### config.mk
export PLATFORM = sky130hd
export DESIGN_NAME = k005297_bubble_func_timer
export DESIGN_NICKNAME = d
export VERILOG_FILES = /design/src/rtl/k005297_pkg.sv /design/src/rtl/k005297_rot20_decode.sv /design/src/rtl/k005297_bubble_func_timer.sv
export SDC_FILE = /design/constraint.sdc
export NUM_CORES = 1
export LEC_CHECK = 0
export ABC_AREA = 1
export CAP_MARGIN = 40
export CELL_PAD_IN_SITES_DETAIL_PLACEMENT = 0
export CELL_PAD_IN_SITES_GLOBAL_PLACEMENT = 1
export CORE_ASPECT_RATIO = 1.2
export CORE_MARGIN = 1
export CORE_UTILIZATION = 35
export DETAILED_ROUTE_END_ITERATION = 10
export PLACE_DENSITY = 0.85
export REMOVE_ABC_BUFFERS = 1
export SETUP_SLACK_MARGIN = 0.05
export SYNTH_ARGS = -nofsm -noshare
export SYNTH_HDL_FRONTEND = slang
export SYNTH_HIERARCHICAL = 1
export SYNTH_SLANG_ARGS = --single-unit
### constraint.sdc
create_clock -name i_MCLK -period 1.95 [get_ports i_MCLK]
set_input_delay 0.4875 -clock i_MCLK [delete_from_list [all_inputs] [get_ports i_MCLK]]
set_output_delay 0.4875 -clock i_MCLK [all_outputs]
set_load 0.02 [all_outputs]
### src/rtl/k005297_pkg.sv
// Shared types and constants for the K005297 bubble function timer and other ROT20 consumers.
// Function codes, FSM states and the per-function start slot table.
package k005297_pkg;

   typedef enum logic [1:0] {
      FuncRepl = 2'd0,
      FuncSwap = 2'd1,
      FuncGen  = 2'd2,
      FuncAnni = 2'd3
   } func_e;

   typedef enum logic [1:0] {
      StIdle  = 2'd0,
      StArmed = 2'd1,
      StPulse = 2'd2
   } state_e;

   localparam int unsigned RingLen  = 20;
   localparam logic [4:0]  LastSlot = 5'd19;

   // ROT20 slot in which each bubble function pulse must begin.
   function automatic logic [4:0] start_slot(func_e f);
      logic [4:0] s;
      case (f)
         FuncRepl: s = 5'd3;
         FuncSwap: s = 5'd8;
         FuncGen:  s = 5'd12;
         default:  s = 5'd16;
      endcase
      return s;
   endfunction

endpackage

### src/rtl/k005297_rot20_decode.sv
// Decodes the one-hot-low ROT20 ring into a slot index plus a valid flag.
// Any pattern other than exactly one low bit reports valid=0 and slot=0.
module k005297_rot20_decode
   import k005297_pkg::*;
(
   input  logic [19:0] rot20_n,
   output logic [4:0]  slot,
   output logic        valid
);

   always_comb begin
      slot  = 5'd0;
      valid = 1'b0;
      for (int k = 0; k < RingLen; k++) begin
         if (rot20_n == ~(20'd1 << k)) begin
            slot  = 5'(k);
            valid = 1'b1;
         end
      end
   end

endmodule

### src/rtl/k005297_bubble_func_timer.sv
// Bubble loop position counter and function pulse timer driven by the supervisor's
// subclock enable and ROT20 ring; fires one function pulse per accepted command.
module k005297_bubble_func_timer
   import k005297_pkg::*;
#(
   parameter int unsigned LOOP_LEN  = 584,
   parameter int unsigned POS_W     = 10,
   parameter int unsigned PULSE_LEN = 4
) (
   input  logic             i_MCLK,
   input  logic             i_MRST,
   input  logic             i_CLK2M_PCEN_n,
   input  logic [19:0]      i_ROT20_n,
   input  logic             i_SYS_RST_n,
   input  logic             i_SYS_RUN_FLAG,
   input  logic             i_CMD_VALID,
   input  logic [1:0]       i_CMD_FUNC,
   input  logic [POS_W-1:0] i_CMD_POS,
   output logic             o_CMD_READY,
   output logic [3:0]       o_FUNC_n,
   output logic [POS_W-1:0] o_POS,
   output logic             o_DONE,
   output logic             o_ABORT,
   output logic             o_CMD_ERR,
   output logic             o_ROT_ERR
);

   localparam logic [POS_W-1:0] PosLast = POS_W'(LOOP_LEN - 1);
   localparam logic [4:0]       CntLoad = 5'(PULSE_LEN - 1);

   logic [4:0] slot;
   logic       slot_ok;
   logic       tick;
   logic       good_tick;
   logic       advance;

   state_e           state_q, state_d;
   logic [POS_W-1:0] pos_q, pos_d;
   logic [POS_W-1:0] target_q, target_d;
   func_e            func_q, func_d;
   logic [4:0]       cnt_q, cnt_d;
   logic [3:0]       func_n_q, func_n_d;
   logic             done_q, done_d;
   logic             abort_q, abort_d;
   logic             cmd_err_q, cmd_err_d;
   logic             rot_err_q, rot_err_d;

   k005297_rot20_decode u_decode (
      .rot20_n (i_ROT20_n),
      .slot    (slot),
      .valid   (slot_ok)
   );

   assign tick      = ~i_CLK2M_PCEN_n;
   assign good_tick = tick & slot_ok;
   assign advance   = good_tick & i_SYS_RUN_FLAG & (slot == LastSlot);

   always_comb begin
      state_d   = state_q;
      pos_d     = pos_q;
      target_d  = target_q;
      func_d    = func_q;
      cnt_d     = cnt_q;
      func_n_d  = func_n_q;
      done_d    = 1'b0;
      abort_d   = 1'b0;
      cmd_err_d = 1'b0;
      rot_err_d = rot_err_q;

      if (tick && !slot_ok) begin
         rot_err_d = 1'b1;
      end

      if (advance) begin
         pos_d = (pos_q == PosLast) ? '0 : pos_q + 1'b1;
      end

      unique case (state_q)
         StIdle: begin
            if (i_CMD_VALID) begin
               if (32'(i_CMD_POS) >= LOOP_LEN) begin
                  cmd_err_d = 1'b1;
               end else begin
                  func_d   = func_e'(i_CMD_FUNC);
                  target_d = i_CMD_POS;
                  state_d  = StArmed;
               end
            end
         end
         StArmed: begin
            // Compare against the position before this tick's increment.
            if (good_tick && i_SYS_RUN_FLAG && pos_q == target_q &&
                slot == start_slot(func_q)) begin
               func_n_d = ~(4'b0001 << func_q);
               cnt_d    = CntLoad;
               state_d  = StPulse;
            end
         end
         StPulse: begin
            if (tick) begin
               if (cnt_q == 5'd0) begin
                  func_n_d = 4'hF;
                  done_d   = 1'b1;
                  state_d  = StIdle;
               end else begin
                  cnt_d = cnt_q - 5'd1;
               end
            end
         end
         default: begin
            state_d  = StIdle;
            func_n_d = 4'hF;
         end
      endcase

      // Supervisor reset overrides everything decided above, including a final tick.
      if (!i_SYS_RST_n) begin
         abort_d   = (state_q == StArmed) || (state_q == StPulse);
         state_d   = StIdle;
         pos_d     = '0;
         cnt_d     = 5'd0;
         func_n_d  = 4'hF;
         done_d    = 1'b0;
         cmd_err_d = 1'b0;
         rot_err_d = 1'b0;
      end
   end

   always_ff @(posedge i_MCLK or posedge i_MRST) begin
      if (i_MRST) begin
         state_q   <= StIdle;
         pos_q     <= '0;
         target_q  <= '0;
         func_q    <= FuncRepl;
         cnt_q     <= 5'd0;
         func_n_q  <= 4'hF;
         done_q    <= 1'b0;
         abort_q   <= 1'b0;
         cmd_err_q <= 1'b0;
         rot_err_q <= 1'b0;
      end else begin
         state_q   <= state_d;
         pos_q     <= pos_d;
         target_q  <= target_d;
         func_q    <= func_d;
         cnt_q     <= cnt_d;
         func_n_q  <= func_n_d;
         done_q    <= done_d;
         abort_q   <= abort_d;
         cmd_err_q <= cmd_err_d;
         rot_err_q <= rot_err_d;
      end
   end

   assign o_CMD_READY = (state_q == StIdle);
   assign o_FUNC_n    = func_n_q;
   assign o_POS       = pos_q;
   assign o_DONE      = done_q;
   assign o_ABORT     = abort_q;
   assign o_CMD_ERR   = cmd_err_q;
   assign o_ROT_ERR   = rot_err_q;

endmodule

### Yosys cells after proc, flatten, opt, wreduce, memory -nomap -nowiden

Index checks and enable logic that the tools add are counted.
W data, S select, Z words.

* input port bits: 38
* flip-flop bits (word level): 37
* output and inout bits: 19
* word-level logic and storage cells: 143

* mux-type cells: 72
* equality and inequality tests: 38
* shift operators: 1
* reduce and logical (&&, ||, !) cells: 13
* bitwise operators: 6
* add/sub/neg operators: 2
* magnitude comparators: 1

Operators by type and width (count)
* $eq A20 B20 Y1 const B: 19
* $mux W4: 12
* $mux W5: 9
* $mux W1: 32
* $mux W10: 3
* $eq A20 B19 Y1 const B: 1
* $ne A3 B3 Y1 const B: 6
* $mux W2: 8
* $pmux W5 S3: 1
* $mux W3: 4
* $pmux W4 S3: 1
* $add A10 B1 Y10 const B: 1
* $eq A10 B10 Y1: 1
* $eq A10 B10 Y1 const B: 1
* $ge A10 B10 Y1 const B: 1
* $pmux W5 S2: 1
* $reduce_and A4 Y1: 2
* $pmux W2 S3: 1
* $eq A5 B5 Y1: 1
* $eq A5 B5 Y1 const B: 1
* $logic_not A5 Y1: 1
* $reduce_and A5 Y1: 1
* $sub A5 B1 Y5 const B: 1
* $eq A2 B1 Y1 const B: 2
* 13 further kinds: 22

### Logic depth before layout (Yosys ltp)

Gate-level depths: netlist of the first run.

* depth after elaboration: 28
* gate-level depth with buffers: 20
* depth with buffers taken out: 20

### Hierarchy

The synthesis of the first run kept the hierarchy.

Modules (own cells, without submodules)
* k005297_bubble_func_timer: area each 2279.7 sq um, sequential area each 930.9 sq um, instances 1, cells each 322
* k005297_rot20_decode: area each 543.0 sq um, sequential area each 0.0 sq um, instances 1, cells each 98

### Worst setup path after synthesis of the first run

Ideal clock, no wire load.

* kind: input to register
* start: in i_ROT20_n[12]
* end: reg pos_q[5], in the netlist o_POS[5]
* slack: -0.164 ns
* required time: 1.885 ns
* setup time: 0.065 ns
* stages on the path: 17
* arrival: 2.049 ns
* buffers on the path: 0
* path through: nand2_1 > nor2_4 > nand2_2 > nor2_4 > nand2_1 > nand2_1 > nor2_1 > nand4_1 > nor2_1 > nand3_1 > nand2_1 > nor3_1 > nand3_1 > nand2_2 > inv_1 > o21ai_0 > o21a_1

* elaborated cells between the ends (all ways): 64
* those cells by class: eq/ne: 22; mux: 39; bitwise: 3

RTL lines
* start, declared: line k005297_bubble_func_timer.sv:13 `input logic [19:0] i_ROT20_n,`
* $eq A20 B20 Y1: line k005297_rot20_decode.sv:15 `if (rot20_n == ~(20'd1 << k)) begin`
* $mux W1: line k005297_rot20_decode.sv:15
* $mux W2 (2 in series): line k005297_rot20_decode.sv:15
* $mux W3 (4 in series): line k005297_rot20_decode.sv:15
* $mux W4 (8 in series): line k005297_rot20_decode.sv:15
* $mux W5 (3 in series): line k005297_rot20_decode.sv:15
* $mux W5 *: line k005297_rot20_decode.sv:15
* named net slot[0]: line k005297_bubble_func_timer.sv:31 `logic [4:0] slot;`
* $eq A5 B5 Y1 *: line k005297_bubble_func_timer.sv:56 `assign advance = good_tick & i_SYS_RUN_FLAG & (slot == LastSlot);`
* $and A1 B1 Y1 *: line k005297_bubble_func_timer.sv:56
* $ne A2 B1 Y1 (no source line) *
* end signal, assigned: line k005297_bubble_func_timer.sv:143 `pos_q <= pos_d;`
* end, declared: line k005297_bubble_func_timer.sv:38 `logic [POS_W-1:0] pos_q, pos_d;`

Mark *: on every way through the listed nets, which the timed path passes. The rest lies on a longest branch.
A chain may end at the register's enable or synchronous reset.

### Final worst setup path of the first run

* start: in i_ROT20_n[16]
* end: reg cnt_q[2]

* elaborated cells between the ends (all ways): 66
* those cells by class: eq/ne: 22; mux: 39; bitwise: 1; reduce/logical: 4

RTL lines
* $eq A20 B20 Y1: line k005297_rot20_decode.sv:15
* $mux W1: line k005297_rot20_decode.sv:15
* $mux W2 (2 in series): line k005297_rot20_decode.sv:15
* $mux W3 (4 in series): line k005297_rot20_decode.sv:15
* $mux W4 (8 in series): line k005297_rot20_decode.sv:15
* $mux W5 (3 in series): line k005297_rot20_decode.sv:15
* $mux W5 *: line k005297_rot20_decode.sv:15
* named net slot[0]: line k005297_bubble_func_timer.sv:31
* $eq A5 B5 Y1 *: line k005297_bubble_func_timer.sv:93 `slot == start_slot(func_q)) begin`
* $logic_and A1 B1 Y1 *: line k005297_bubble_func_timer.sv:92 `if (good_tick && i_SYS_RUN_FLAG && pos_q == target_q &&`
* $ne A3 B3 Y1 (no source line) *
* $reduce_and A4 Y1 (no source line) *
* end signal, assigned: line k005297_bubble_func_timer.sv:146 `cnt_q <= cnt_d;`
* end, declared: line k005297_bubble_func_timer.sv:41 `logic [4:0] cnt_q, cnt_d;`

Marks and branches as above.

==> out/qor.csv, run 1 <==
stage;metric;value;unit
yosys;Post-synth EDFFs;0;
hold_path;Hold Crit Class;reg -> reg;
timing;Final period util;118.1;%
pwr;sw frac;38.94;%
run_status;status;complete, but fails checks;
timing;unrepaired setup endpoints after global routing;yes;
finish;commonest non-fill, non-tap cell in the layout;nand2_1;
pwr;Pint;0.002087;W
grt;vias in the first global route;3033;
pwr;total power;0.003418;W
run_status;failing checks;design-rule violations, negative setup slack;
timing;worst-margin pin slew;360.8;ps
job;maxcap violations;0;
finish;commonest cells after routing, fill and taps aside;nand2_1 (110), inv_1 (60), buf_4 (51);
grt;gr ovfl total;0;
floorplan;Die Height;100.4;um
clock_tree;TritonCTS Sinks;37;
pwr;PwrDens;805.0;nW/um^2
pwr;Psw;0.001331;W
timing;final hold vios;0;
timing;final setup violation count;21;
critical_path;Worst setup EP type;flip-flop;
grt;first-pass GRT wire length;12990;um
critical_path;WS Path Type;in -> reg;
pwr;combinational fraction of design power;45.5;%
grt;pin count of the biggest net entering global routing;38;
placement;Buffers on Ports;56;
floorplan;Die X;83.98;um
yosys;register area share after synthesis;32.98;%
finish;Filler Cells Inserted;740;
floorplan;total core area;7751;sq um
route;routed via count;3081;
floorplan;starting density of the core;36.42;%
clock_tree;H-Tree Depth;2;
route;Final ANT Viol Nets;0;
grt;initial antenna violation count;0;
floorplan;IO Pins;57;
grt;All-Layer GR Usage;18.80;%
finish;Final nets;588;
critical_path;Worst Path Max Fanout;6;
route;first-iteration detailed-routing DRC count;139;
timing;Slew Limit Fails;0;
clock_tree;worst skew pair latency;290;ps
finish;share of post-route cells with drive strength above 1;28.15;%
finish;Area growth syn-to-layout;50.44;%
placement;Placer Congestion;0.8334;
yosys;mean post-synth cell area;6.721;sq um
yosys;Mapped Cells;420;
floorplan;area of the die;8429;sq um
clock_tree;Worst-path clk slew;70;ps
timing;final clock skew;11.67;ps
yosys;Async S/R FF share, synth;100.0;%
route;DRC violations left;6;
floorplan;Core Rows;35;
route;Total Wirelength;7452;um
yosys;YS warnings;6;
timing;fmax;434.3;MHz
yosys;cell area after synthesis;2823;sq um
timing;PnR worst setup slack;-352.5;ps
placement;dpl hpwl;5564;um
critical_path;Crit path required time;2130;ps
yosys;Top FF cell, synth;dfrtp_1;
pwr;peak supply drop;421.2;uV
route;Vias/cell;4.875;
pwr;clock network fraction of design power;20.7;%
clock_tree;CTS tree;done;
finish;ant diodes;0;
clock_tree;clock root buffer;clkbuf_8;
critical_path;Worst EP arrival;2480;ps
pwr;Seq pwr share;33.9;%
timing;Slew HR;75.76;%
yosys;Yosys reg bits;37;
clock_tree;clock buffer depth;2;
timing;worst hold slack;462.9;ps
pwr;Lkg Pwr;2.301;nW
clock_tree;cts bufs inserted;5;
yosys;Netlist cell types;31;
clock_tree;CTS Hold Buffers Added;0;
timing;final worst path period need;2303;ps
route;DR pass1 iterations;8;
critical_path;critical path launch point type;input port;
route;DR WL/cell;11.79;um
==> synthesized netlist by cell type (all sizes together), types with 2 or more instances <==
cell type / n / area, sq um
dfstp: 4 / 105.1
nand4: 21 / 131.4
a21oi: 15 / 75.07
and3: 2 / 12.51
o21a: 3 / 22.52
o21ai: 26 / 141.4
buf: 5 / 35.03
dfrtp: 33 / 825.8
nor3: 16 / 85.08
nand3b: 3 / 22.52
nor2: 60 / 304.0
ha: 11 / 137.6
nand2: 133 / 544.3
inv: 65 / 244.0
nand3: 18 / 100.1
==> kinds of logic after synthesis <==
| group | synth area share [%] |
|---|---|
| AOI/OAI and AO/OA | 8.954 |
| xor gates and xnor gates | 0.3103 |
| adders and majority gates | 4.876 |
| buffers and inverters | 9.884 |
| DFF | 32.98 |
| and+or+nand+nor | 43.00 |
==> state kept, by name, indices dropped and copies added, names as in the netlist <==
name and cells:
o_FUNC_n 4, o_POS 10, o_ABORT 1, cnt_q 5, o_ROT_ERR 1, o_DONE 1, o_CMD_ERR 1, state_q 2
target_q 10, func_q 2
==> power groups by stage <==
stage / logic [W] / registers, W / clock network (W)
detailed placement: 0.00151 / 0.00117 / 0
CTS: 0.00154 / 0.00115 / 0.000720
global route: 0.00177 / 0.00118 / 0.000759
finish: 0.00155 / 0.00116 / 0.000707
global placement: 0.00147 / 0.00116 / 0
floorplan: 0.000916 / 0.00120 / 0
==> final timing paths <==
kind | start | end | slack [ps] | depth (start not counted)
max in group asynchronous | i_MRST | o_FUNC_n[2]$_DFFE_PP1P_ | 1140 | 3
hold / removal | o_FUNC_n[3]$_DFFE_PP1P_ | o_FUNC_n[3]$_DFFE_PP1P_ | 460 | 2
hold reg to reg | o_FUNC_n[3]$_DFFE_PP1P_ | o_FUNC_n[3]$_DFFE_PP1P_ | 460 | 2
setup reg to reg | func_q[0]$_DFFE_PP0P_ | cnt_q[2]$_DFFE_PP0P_ | 210 | 13
min in group asynchronous | i_MRST | target_q[5]$_DFFE_PP0P_ | 530 | 3
setup / recovery | i_ROT20_n[16] | cnt_q[2]$_DFFE_PP0P_ | -350 | 22
==> critical path, stage by stage <==
cell and delay [ps]:
buf_6 90, nand2_2 90, nor2_4 50, buf_6 120, nand2_4 100, nor2_4 50
nand2_1 60, nand2_1 40, nor2_1 130, nand4_1 130, nor2_1 120, nand3_1 110
nor2_1 120, nand2_1 50, o21ai_1 80, nand2_1 80, nor2_2 110, nand2_2 80
nand2_4 120, nand3_4 120, nand2_1 90, nand2_1 50
==> final cells by class <==
class	count	area (sq um)	share of cell area [%]
Tap cell	92	115.1	2.711
Sequential cell	37	932.1	21.95
Clock buffer	6	82.58	1.945
Timing Repair Buffer	116	1082	25.49
Multi-Input combinational cell	314	1750	41.22
Inverter	65	246.5	5.804
Clock inverter	2	37.54	0.8839
==> what timing repair did <==
item	4_1_cts	5_1_grt
setup endpoints to repair	30	27
endpoints found under the hold margin	0	0
resized for setup	125	33
pin swaps	33	26
cloned	1	0
setup buffers	12	5
==> through the flow <==
| stage | std cells | setup slack [ps] | area [sq um] | TNS (ps) | util, % |
|---|---|---|---|---|---|
| detailed placement | 606 | -1091 | 3811 | -21290 | 49.17 |
| CTS | 627 | -213.2 | 4076 | -3417 | 52.59 |
| global placement | 606 | -1072 | 3811 | -21100 | 49.17 |
| floorplan | 415 | -214.7 | 2788 | -2726 | - |
| finish | 632 | -352.5 | 4247 | -5326 | 54.79 |
| global route | 632 | -562.2 | 4247 | -9236 | 54.79 |
==> metal layers <==
| layer | global-route usage [%] | part of all wire, % |
|---|---|---|
| met1 | 21.51 | 42 |
| met2 | 34.93 | 52 |
| met3 | 3.125 | 3.8 |
| met4 | 7.294 | 2.3 |
| met5 | 0 | 0 |
(Power assumes the default switching activity.)
==> run 2, diff against run 1 <==
--- a/config.mk
+++ b/config.mk
@@ -12,6 +12,7 @@
 export CORE_ASPECT_RATIO = 1.2
 export CORE_MARGIN = 1
 export CORE_UTILIZATION = 35
+export CTS_CLUSTER_SIZE = 30
 export DETAILED_ROUTE_END_ITERATION = 10
 export PLACE_DENSITY = 0.85
 export REMOVE_ABC_BUFFERS = 1
==> results of run 2 <==
Final layout, timing and power as in run 1 (identical DEF).
